### src/rtl/wb_mon_pkg.sv
// Shared types and constants for the Wishbone transaction monitor.
// Record layout: {ch, kind, we, lat, adr, data}, channel id in the MSBs.
package wb_mon_pkg;

  localparam logic [1:0] KIND_ACK = 2'b00;
  localparam logic [1:0] KIND_ERR = 2'b01;
  localparam logic [1:0] KIND_TMO = 2'b10;
  localparam logic [1:0] KIND_ABT = 2'b11;

  typedef enum logic [1:0] {
    IDLE   = 2'd0,
    ACTIVE = 2'd1,
    DRAIN  = 2'd2
  } ch_state_t;

  function automatic int ch_w(input int n_ch);
    return (n_ch > 1) ? $clog2(n_ch) : 1;
  endfunction

  function automatic int entry_w(
    input int n_ch,
    input int lat_w,
    input int adr_w,
    input int dat_w
  );
    return ch_w(n_ch) + 3 + lat_w + adr_w + dat_w;
  endfunction

  localparam int ENTRY_W = entry_w(2, 8, 32, 32);

endpackage

### src/rtl/wb_mon_fifo.sv
// First-word-fall-through synchronous FIFO with occupancy output.
// A pop and a push in the same cycle are both honoured even when full.
module wb_mon_fifo #(
  parameter int WIDTH = 8,
  parameter int DEPTH = 16
) (
  input  logic                    clk,
  input  logic                    rst,
  input  logic                    clear,
  input  logic                    push,
  input  logic [WIDTH-1:0]        push_data,
  input  logic                    pop,
  output logic                    valid,
  output logic                    full,
  output logic [WIDTH-1:0]        head,
  output logic [$clog2(DEPTH):0]  level
);

  localparam int AW = $clog2(DEPTH);

  logic [WIDTH-1:0] mem [DEPTH];
  logic [AW-1:0]    wr_ptr;
  logic [AW-1:0]    rd_ptr;
  logic             do_push;
  logic             do_pop;

  assign valid   = level != '0;
  assign full    = level == (AW+1)'(DEPTH);
  assign do_pop  = pop && valid;
  assign do_push = push && (!full || do_pop);
  assign head    = valid ? mem[rd_ptr] : '0;

  always_ff @(posedge clk) begin
    if (rst || clear) begin
      wr_ptr <= '0;
      rd_ptr <= '0;
      level  <= '0;
    end else begin
      if (do_push) wr_ptr <= wr_ptr + 1'b1;
      if (do_pop)  rd_ptr <= rd_ptr + 1'b1;
      unique case ({do_push, do_pop})
        2'b10:   level <= level + 1'b1;
        2'b01:   level <= level - 1'b1;
        default: ;
      endcase
    end
  end

  always_ff @(posedge clk) begin
    if (do_push) mem[wr_ptr] <= push_data;
  end

endmodule

### src/rtl/wb_bus_monitor.sv
// Passive Wishbone classic-cycle monitor: per-link transfer FSMs feed
// one-entry holding registers that drain into a shared trace FIFO.
module wb_bus_monitor
  import wb_mon_pkg::*;
#(
  parameter int N_CH       = 2,
  parameter int ADDR_W     = 32,
  parameter int DATA_W     = 32,
  parameter int LAT_W      = 8,
  parameter int TIMEOUT    = 200,
  parameter int FIFO_DEPTH = 16
) (
  input  logic                      wb_clk,
  input  logic                      wb_rst,
  input  logic                      enable,
  input  logic                      clear,
  input  logic [N_CH-1:0]           mon_cyc,
  input  logic [N_CH-1:0]           mon_stb,
  input  logic [N_CH-1:0]           mon_we,
  input  logic [N_CH-1:0]           mon_ack,
  input  logic [N_CH-1:0]           mon_err,
  input  logic [N_CH*ADDR_W-1:0]    mon_adr,
  input  logic [N_CH*DATA_W-1:0]    mon_dat_w,
  input  logic [N_CH*DATA_W-1:0]    mon_dat_r,
  output logic                      trc_valid,
  input  logic                      trc_ready,
  output logic [entry_w(N_CH, LAT_W, ADDR_W, DATA_W)-1:0] trc_data,
  output logic [$clog2(FIFO_DEPTH):0] trc_level,
  output logic                      overflow,
  output logic [15:0]               drop_count
);

  localparam int CH_W = ch_w(N_CH);
  localparam int EW   = entry_w(N_CH, LAT_W, ADDR_W, DATA_W);
  localparam logic [LAT_W-1:0] LAT_MAX = '1;
  localparam logic [LAT_W-1:0] LAT_TMO = LAT_W'(TIMEOUT);

  logic [N_CH-1:0] hold_full;
  logic [N_CH-1:0] grant;
  logic [N_CH-1:0] drop;
  logic [EW-1:0]   hold_rec [N_CH];
  logic [EW-1:0]   push_data;
  logic            push;
  logic            pop;
  logic            fifo_full;
  logic [3:0]      n_drop;
  logic [16:0]     drop_sum;

  for (genvar i = 0; i < N_CH; i++) begin : g_ch
    ch_state_t         state;
    ch_state_t         nxt;
    logic [ADDR_W-1:0] adr_in;
    logic [ADDR_W-1:0] adr_q;
    logic [ADDR_W-1:0] adr_d;
    logic              we_q;
    logic              we_d;
    logic [LAT_W-1:0]  lat_q;
    logic [LAT_W-1:0]  lat_d;
    logic [LAT_W-1:0]  lat_inc;
    logic [DATA_W-1:0] dw;
    logic [DATA_W-1:0] dr;
    logic              cyc;
    logic              ack;
    logic              err;
    logic              rec_v;
    logic [1:0]        rec_kind;
    logic              rec_we;
    logic [LAT_W-1:0]  rec_lat;
    logic [ADDR_W-1:0] rec_adr;
    logic [DATA_W-1:0] rec_dat;
    logic              hold_free;
    logic              full_q;
    logic [EW-1:0]     rec_q;

    assign cyc     = mon_cyc[i];
    assign ack     = mon_ack[i];
    assign err     = mon_err[i];
    assign adr_in  = mon_adr[i*ADDR_W +: ADDR_W];
    assign dw      = mon_dat_w[i*DATA_W +: DATA_W];
    assign dr      = mon_dat_r[i*DATA_W +: DATA_W];
    assign lat_inc = (lat_q == LAT_MAX) ? lat_q : lat_q + 1'b1;

    always_comb begin
      nxt      = state;
      adr_d    = adr_q;
      we_d     = we_q;
      lat_d    = lat_q;
      rec_v    = 1'b0;
      rec_kind = KIND_ACK;
      rec_we   = 1'b0;
      rec_lat  = '0;
      rec_adr  = '0;
      rec_dat  = '0;
      if (!enable) begin
        nxt = IDLE;
      end else begin
        unique case (state)
          IDLE: begin
            rec_we  = mon_we[i];
            rec_adr = adr_in;
            rec_dat = mon_we[i] ? dw : dr;
            if (cyc && mon_stb[i]) begin
              if (ack || err) begin
                rec_v    = 1'b1;
                rec_kind = err ? KIND_ERR : KIND_ACK;
              end else begin
                nxt   = ACTIVE;
                adr_d = adr_in;
                we_d  = mon_we[i];
                lat_d = '0;
              end
            end
          end
          ACTIVE: begin
            lat_d   = lat_inc;
            rec_we  = we_q;
            rec_adr = adr_q;
            rec_lat = lat_inc;
            rec_dat = we_q ? dw : dr;
            // cyc loss outranks any stray ack/err seen with it
            if (!cyc) begin
              rec_v    = 1'b1;
              rec_kind = KIND_ABT;
              rec_dat  = '0;
              nxt      = IDLE;
            end else if (err || ack) begin
              rec_v    = 1'b1;
              rec_kind = err ? KIND_ERR : KIND_ACK;
              nxt      = IDLE;
            end else if (lat_inc == LAT_TMO) begin
              rec_v    = 1'b1;
              rec_kind = KIND_TMO;
              rec_dat  = '0;
              nxt      = DRAIN;
            end
          end
          DRAIN: begin
            if (!cyc) nxt = IDLE;
          end
          default: nxt = IDLE;
        endcase
      end
    end

    always_ff @(posedge wb_clk) begin
      if (wb_rst) begin
        state <= IDLE;
        adr_q <= '0;
        we_q  <= 1'b0;
        lat_q <= '0;
      end else begin
        state <= nxt;
        adr_q <= adr_d;
        we_q  <= we_d;
        lat_q <= lat_d;
      end
    end

    // a slot being drained this cycle can take the next record
    assign hold_free = !full_q || grant[i];
    assign drop[i]   = rec_v && !hold_free;

    always_ff @(posedge wb_clk) begin
      if (wb_rst || clear) begin
        full_q <= 1'b0;
        rec_q  <= '0;
      end else if (rec_v && hold_free) begin
        full_q <= 1'b1;
        rec_q  <= {CH_W'(i), rec_kind, rec_we,
                   rec_lat, rec_adr, rec_dat};
      end else if (grant[i]) begin
        full_q <= 1'b0;
      end
    end

    assign hold_full[i] = full_q;
    assign hold_rec[i]  = rec_q;
  end

  assign pop = trc_valid && trc_ready;

  always_comb begin
    grant     = '0;
    push_data = '0;
    if (!clear && (!fifo_full || pop)) begin
      for (int i = 0; i < N_CH; i++) begin
        if (hold_full[i] && grant == '0) begin
          grant[i]  = 1'b1;
          push_data = hold_rec[i];
        end
      end
    end
  end

  assign push = |grant;

  always_comb begin
    n_drop = '0;
    for (int i = 0; i < N_CH; i++) begin
      n_drop = n_drop + 4'(drop[i]);
    end
  end

  assign drop_sum = {1'b0, drop_count} + 17'(n_drop);

  always_ff @(posedge wb_clk) begin
    if (wb_rst || clear) begin
      overflow   <= 1'b0;
      drop_count <= '0;
    end else begin
      if (|drop) overflow <= 1'b1;
      drop_count <= drop_sum[16] ? 16'hFFFF : drop_sum[15:0];
    end
  end

  wb_mon_fifo #(
    .WIDTH (EW),
    .DEPTH (FIFO_DEPTH)
  ) u_fifo (
    .clk       (wb_clk),
    .rst       (wb_rst),
    .clear     (clear),
    .push      (push),
    .push_data (push_data),
    .pop       (pop),
    .valid     (trc_valid),
    .full      (fifo_full),
    .head      (trc_data),
    .level     (trc_level)
  );

endmodule

### config.mk
export PLATFORM = sky130hd
export DESIGN_NAME = wb_bus_monitor
export DESIGN_NICKNAME = d
export VERILOG_FILES = /design/src/rtl/wb_mon_pkg.sv /design/src/rtl/wb_mon_fifo.sv /design/src/rtl/wb_bus_monitor.sv
export SDC_FILE = /design/constraint.sdc
export NUM_CORES = 2
export LEC_CHECK = 0
export ABC_AREA = 1
export ABC_CLOCK_PERIOD_IN_PS = 8600
export CORE_AREA = 2 2 355 357
export CTS_BUF_LIST = sky130_fd_sc_hd__clkbuf_8
export DETAILED_ROUTE_END_ITERATION = 6
export DIE_AREA = 0 0 357 359
export PLACE_DENSITY = 0.79
export SLEW_MARGIN = 25
export SYNTH_ARGS = -nofsm -noshare
export SYNTH_HDL_FRONTEND = slang
export SYNTH_SLANG_ARGS = --single-unit
### constraint.sdc
create_clock -name wb_clk -period 8.6 [get_ports wb_clk]
set_input_delay 1.72 -clock wb_clk [delete_from_list [all_inputs] [get_ports wb_clk]]
set_output_delay 1.72 -clock wb_clk [all_outputs]
set_load 0.02 [all_outputs]
==> qor.log <==
qor: routing.firstDrtPassIters 7
qor: global_route.antenna_violations_before_repair 2
qor: worst_setup_path.startpoint_of_the_most_critical_register_to_register_path g_ch[0].state[1]
qor: placed_design.post_dp_cell_area 66650 um^2
qor: clock_tree.cts_resized 0
qor: synth.fraction_of_the_mapped_netlist_area_in_compound_gates 16.10%
qor: synth.synth-adder-area-share 0.3074%
qor: power_and_ir_drop.switching_share 22.44%
qor: global_route.global_route.overflow_total 0
qor: layout.most_common_cell_after_layout_fill_and_taps_aside edfxtp_1
qor: routing.drcViolationCount 0
qor: synth.netlist.top_cell.by_area edfxtp_1
qor: clock_tree.numCtsBuffers 216
qor: synth.share_of_cell_area_taken_by_muxes_after_synthesis 0%
qor: layout.final_layout_size_suffix_gt1_share 7.952%
qor: run.maxCapViolations 0
qor: clock_tree.cts.hold.buffers_added 0
qor: worst_setup_path.nature_of_the_critical_path_startpoint register
qor: clock_tree.cts_tree built
qor: power_and_ir_drop.power.ir.vdd_worst 0.1593 mV
qor: timing.finalHoldViolCount 0
qor: hold_path.hold_path_end g_ch[0].adr_q[21]
qor: timing.final.setup_skew 0.04642 ns
qor: synth.synth_top_family_by_area compound AO/OA/AOI/OAI gates
qor: power_and_ir_drop.p_seq_share 55.6%
qor: synth.syn-num-nets 5899
qor: worst_setup_path.cp.required 6.88 ns
qor: worst_setup_path.critical_path.cell_chain inv_8, buf_16, buf_12, o21ai_0, o221ai_1, nand3_1, a21oi_1, clkdlybuf4s50_1
qor: layout.layout.cell_area.non_filler 70990 um^2
qor: timing.fin_tns_setup 0 ns
qor: run_status.status finished, final reports clean
qor: worst_setup_path.regToRegSetupSlack 3.45 ns
qor: placed_design.placement.io_buffers 305
qor: routing.postRouteWirelength 165600 um
qor: timing.post_route_clock_period_utilization 74.58%
qor: clock_tree.clock-sinks 1489
qor: die.io-pin-count 306
qor: hold_path.hold_path.class register to register
qor: power_and_ir_drop.power-per-cell-area 196.1 nW/um^2
qor: clock_tree.cts.clk_slew.worst_paths 0.06 ns
qor: routing.dr_total_vias 45170
qor: worst_setup_path.reg2reg_to drop_count[10]
qor: synth.mappedNetlistArea 61870 um^2
qor: power_and_ir_drop.clock_power_share 39.4%
qor: synth.synthCells 5678
qor: synth.synth-main-ff-cell edfxtp_1
qor: die.floorplan.initialDensity 49.65%
qor: synth.async_reset_ff_share 0%
qor: clock_tree.clock_tree.buffer_depth 3
qor: synth.ys_types 44
qor: die.die-area 128200 um^2
qor: synth.synth.avg_cell_area 10.90 um^2
qor: global_route.grt_start_max_net_pins 190
qor: synth.yosys-top-cells-area edfxtp_1 59%, dfxtp_1 8.8%, o21ai_0 7.3%
qor: timing.setup-violations-final 0
qor: layout.multi_input_area 17110 um^2
qor: worst_setup_path.worst-endpoint-arrival 4.69 ns
qor: routing.route.detailed.wl_per_inst 21.44 um
qor: layout.number_of_fill_cells_in_the_layout 10070
qor: die.fp-row-count 130
qor: synth.synth-edff-count 1216
qor: power_and_ir_drop.power_switching 0.003124 W
qor: timing.relSlewSlack 29.27%
qor: worst_setup_path.worst_path_max_delay_cell clkdlybuf4s50_1
qor: power_and_ir_drop.intPower 0.01080 W
qor: routing.drt_iter0_drc 5617
qor: timing.grt_setup_unrepaired no
qor: power_and_ir_drop.power.combinational.fraction 5.1%
qor: global_route.vias_in_the_first_global_route 42990
qor: routing.final_antenna_net_count 0
qor: timing.achievable-frequency 155.9 MHz
qor: layout.register_area 42000 um^2
qor: worst_setup_path.critical_path_s_largest_stage_delay 0.74 ns
qor: global_route.grt_first_pass_wirelength 249900 um
qor: die.dieWidth 357 um
qor: placed_design.place_congestion 0.8423
qor: clock_tree.post_cts.repair.setup_buffers 0
qor: worst_setup_path.worst_setup_path_end_kind primary output
qor: power_and_ir_drop.leakage 24.60 nW
qor: worst_setup_path.crit_type register to primary output
qor: synth.synth_seq_area_share 67.86%
qor: global_route.grt.total_usage 25.19%
qor: routing.mean_number_of_vias_per_cell 5.847
qor: layout.syn_to_final_growth 14.75%
qor: hold_path.hold_path_start g_ch[0].adr_q[21]
qor: die.core 124600 um^2
qor: synth.flops_latches_synth 1489
qor: timing.layout_setup_ws 2.186 ns
qor: clock_tree.number_of_h_tree_levels 4
qor: layout.layout_common_cells 1216 x edfxtp_1, 902 x nor2_1, 900 x o21ai_0
qor: hold_path.worstHoldPathCells 2
qor: timing.worst_slew_pin_slew 1.061 ns
qor: power_and_ir_drop.post_route_total_power 0.01392 W
qor: timing.period_needed 6.414 ns
qor: timing.slew_viol_final 0
qor: placed_design.dp_hpwl 94900 um
qor: worst_setup_path.timing.reg2reg.worst_path_depth 18
qor: layout.nNetsFinal 6128
qor: synth.synth.yosys.warnings 0
qor: synth.synth_xor_xnor_area_share 0.1840%
qor: worst_setup_path.timing.critical_path.buf_inv 4
qor: die.floorplan_die_height 359 um
qor: worst_setup_path.worst-path-max-fanout 128
qor: synth.synth_simple_gate_area_share 10.58%
qor: clock_tree.cts-root-buf clkbuf_8
qor: worst_setup_path.worst_path_dominant_cell_family buffers and inverters
qor: placed_design.dp_worst_setup_slack 2.754 ns
qor: synth.synth_largest_type_area_fraction 59.02%
qor: clock_tree.clock_latency 0.93 ns
-- flip-flops by register name, indices dropped and copies added (netlist names), named ones only --
| signal | flops |
|---|---|
| g_ch.adr_q | 64 |
| u_fifo.wr_ptr | 4 |
| u_fifo.mem | 1216 |
| g_ch.state | 4 |
| overflow | 1 |
| g_ch.rec_q | 151 |
| g_ch.full_q | 2 |
| u_fifo.rd_ptr | 4 |
| g_ch.lat_q | 16 |
| drop_count | 16 |
| u_fifo.level | 5 |
| g_ch.we_q | 2 |
-- tightest hold or removal path, stage by stage (launching register included) --
cell and delay [ns]:
dfxtp_1 0.30, inv_1 0.05, a21oi_1 0.05
-- power groups by stage --
| stage | Clock, W | Sequential [W] | Combinational, W |
|---|---|---|---|
| after floorplan | 0 | 0.00788 | 0.000380 |
| after global placement | 0 | 0.00788 | 0.000683 |
| after detailed placement | 0 | 0.00789 | 0.000694 |
| after CTS | 0.00554 | 0.00773 | 0.000698 |
| after global routing | 0.00584 | 0.00773 | 0.000767 |
| final | 0.00548 | 0.00773 | 0.000705 |
-- Yosys cell counts, drive strengths merged, types with 2 or more instances --
cell and number:
nand4 47, fa 2, inv 368, o221ai 236, nor3 6, o21bai 5, clkinv 6, ha 12
nor2 928, edfxtp 1216, a211oi 3, clkbuf 375, o211ai 100, nand3b 2, o22ai 123, nand3 140
xor2 7, buf 49, nand2 518, a2111oi 2, a21oi 340, a31oi 3, xnor2 6, dfxtp 273
o21ai 903
-- through the flow --
stage,hold slack [ns],util [%],std cells
floorplan,0.4234,-,5678
global placement,0.4322,53.42,7331
detailed placement,0.4363,53.50,7336
CTS,0.4450,56.87,7721
global route,0.4623,56.98,7725
finish,0.4450,56.98,7725
-- final cells by class --
cell class	count	share of cell area, %
Antenna cell	1	0.003525
Multi-Input combinational cell	3391	24.10
Timing Repair Buffer	435	5.899
Clock inverter	143	1.232
Inverter	374	2.011
Tap cell	1650	2.908
Sequential cell	1489	59.16
Clock buffer	242	4.691
-- layer usage --
metal  part of all wire [%]  global-route usage [%]
met1                     40                   34.81
met2                     47                   39.70
met3                     10                   4.822
met4                    3.1                   9.227
met5                 0.0078                       0
-- logic make-up (layout without fill, tap and decap cells) --
| family | count (synthesis) | count (layout) |
|---|---|---|
| AND/OR/NAND/NOR | 1643 | 1643 |
| adder cells (fa/ha/maj) | 14 | 14 |
| flip-flops | 1489 | 1489 |
| XOR/XNOR | 13 | 13 |
| other | 0 | 1 |
| AO/OA/AOI/OAI | 1721 | 1721 |
| buffers and inverters | 798 | 1194 |
-- how the worst max path moves through the flow --
stage                         start                 to  slack, ns  cells past startpoint
after floorplan           trc_ready  u_fifo.mem[11][0]       2.52                      6
after global placement    trc_ready     drop_count[13]       2.85                     17
after detailed placement  trc_ready     drop_count[13]       2.75                     17
after CTS                  register       trc_data[19]       2.08                      7
after global routing       register       trc_data[72]       1.88                      8
final                      register       trc_data[72]       2.19                      8
(Power assumes the default switching activity.)
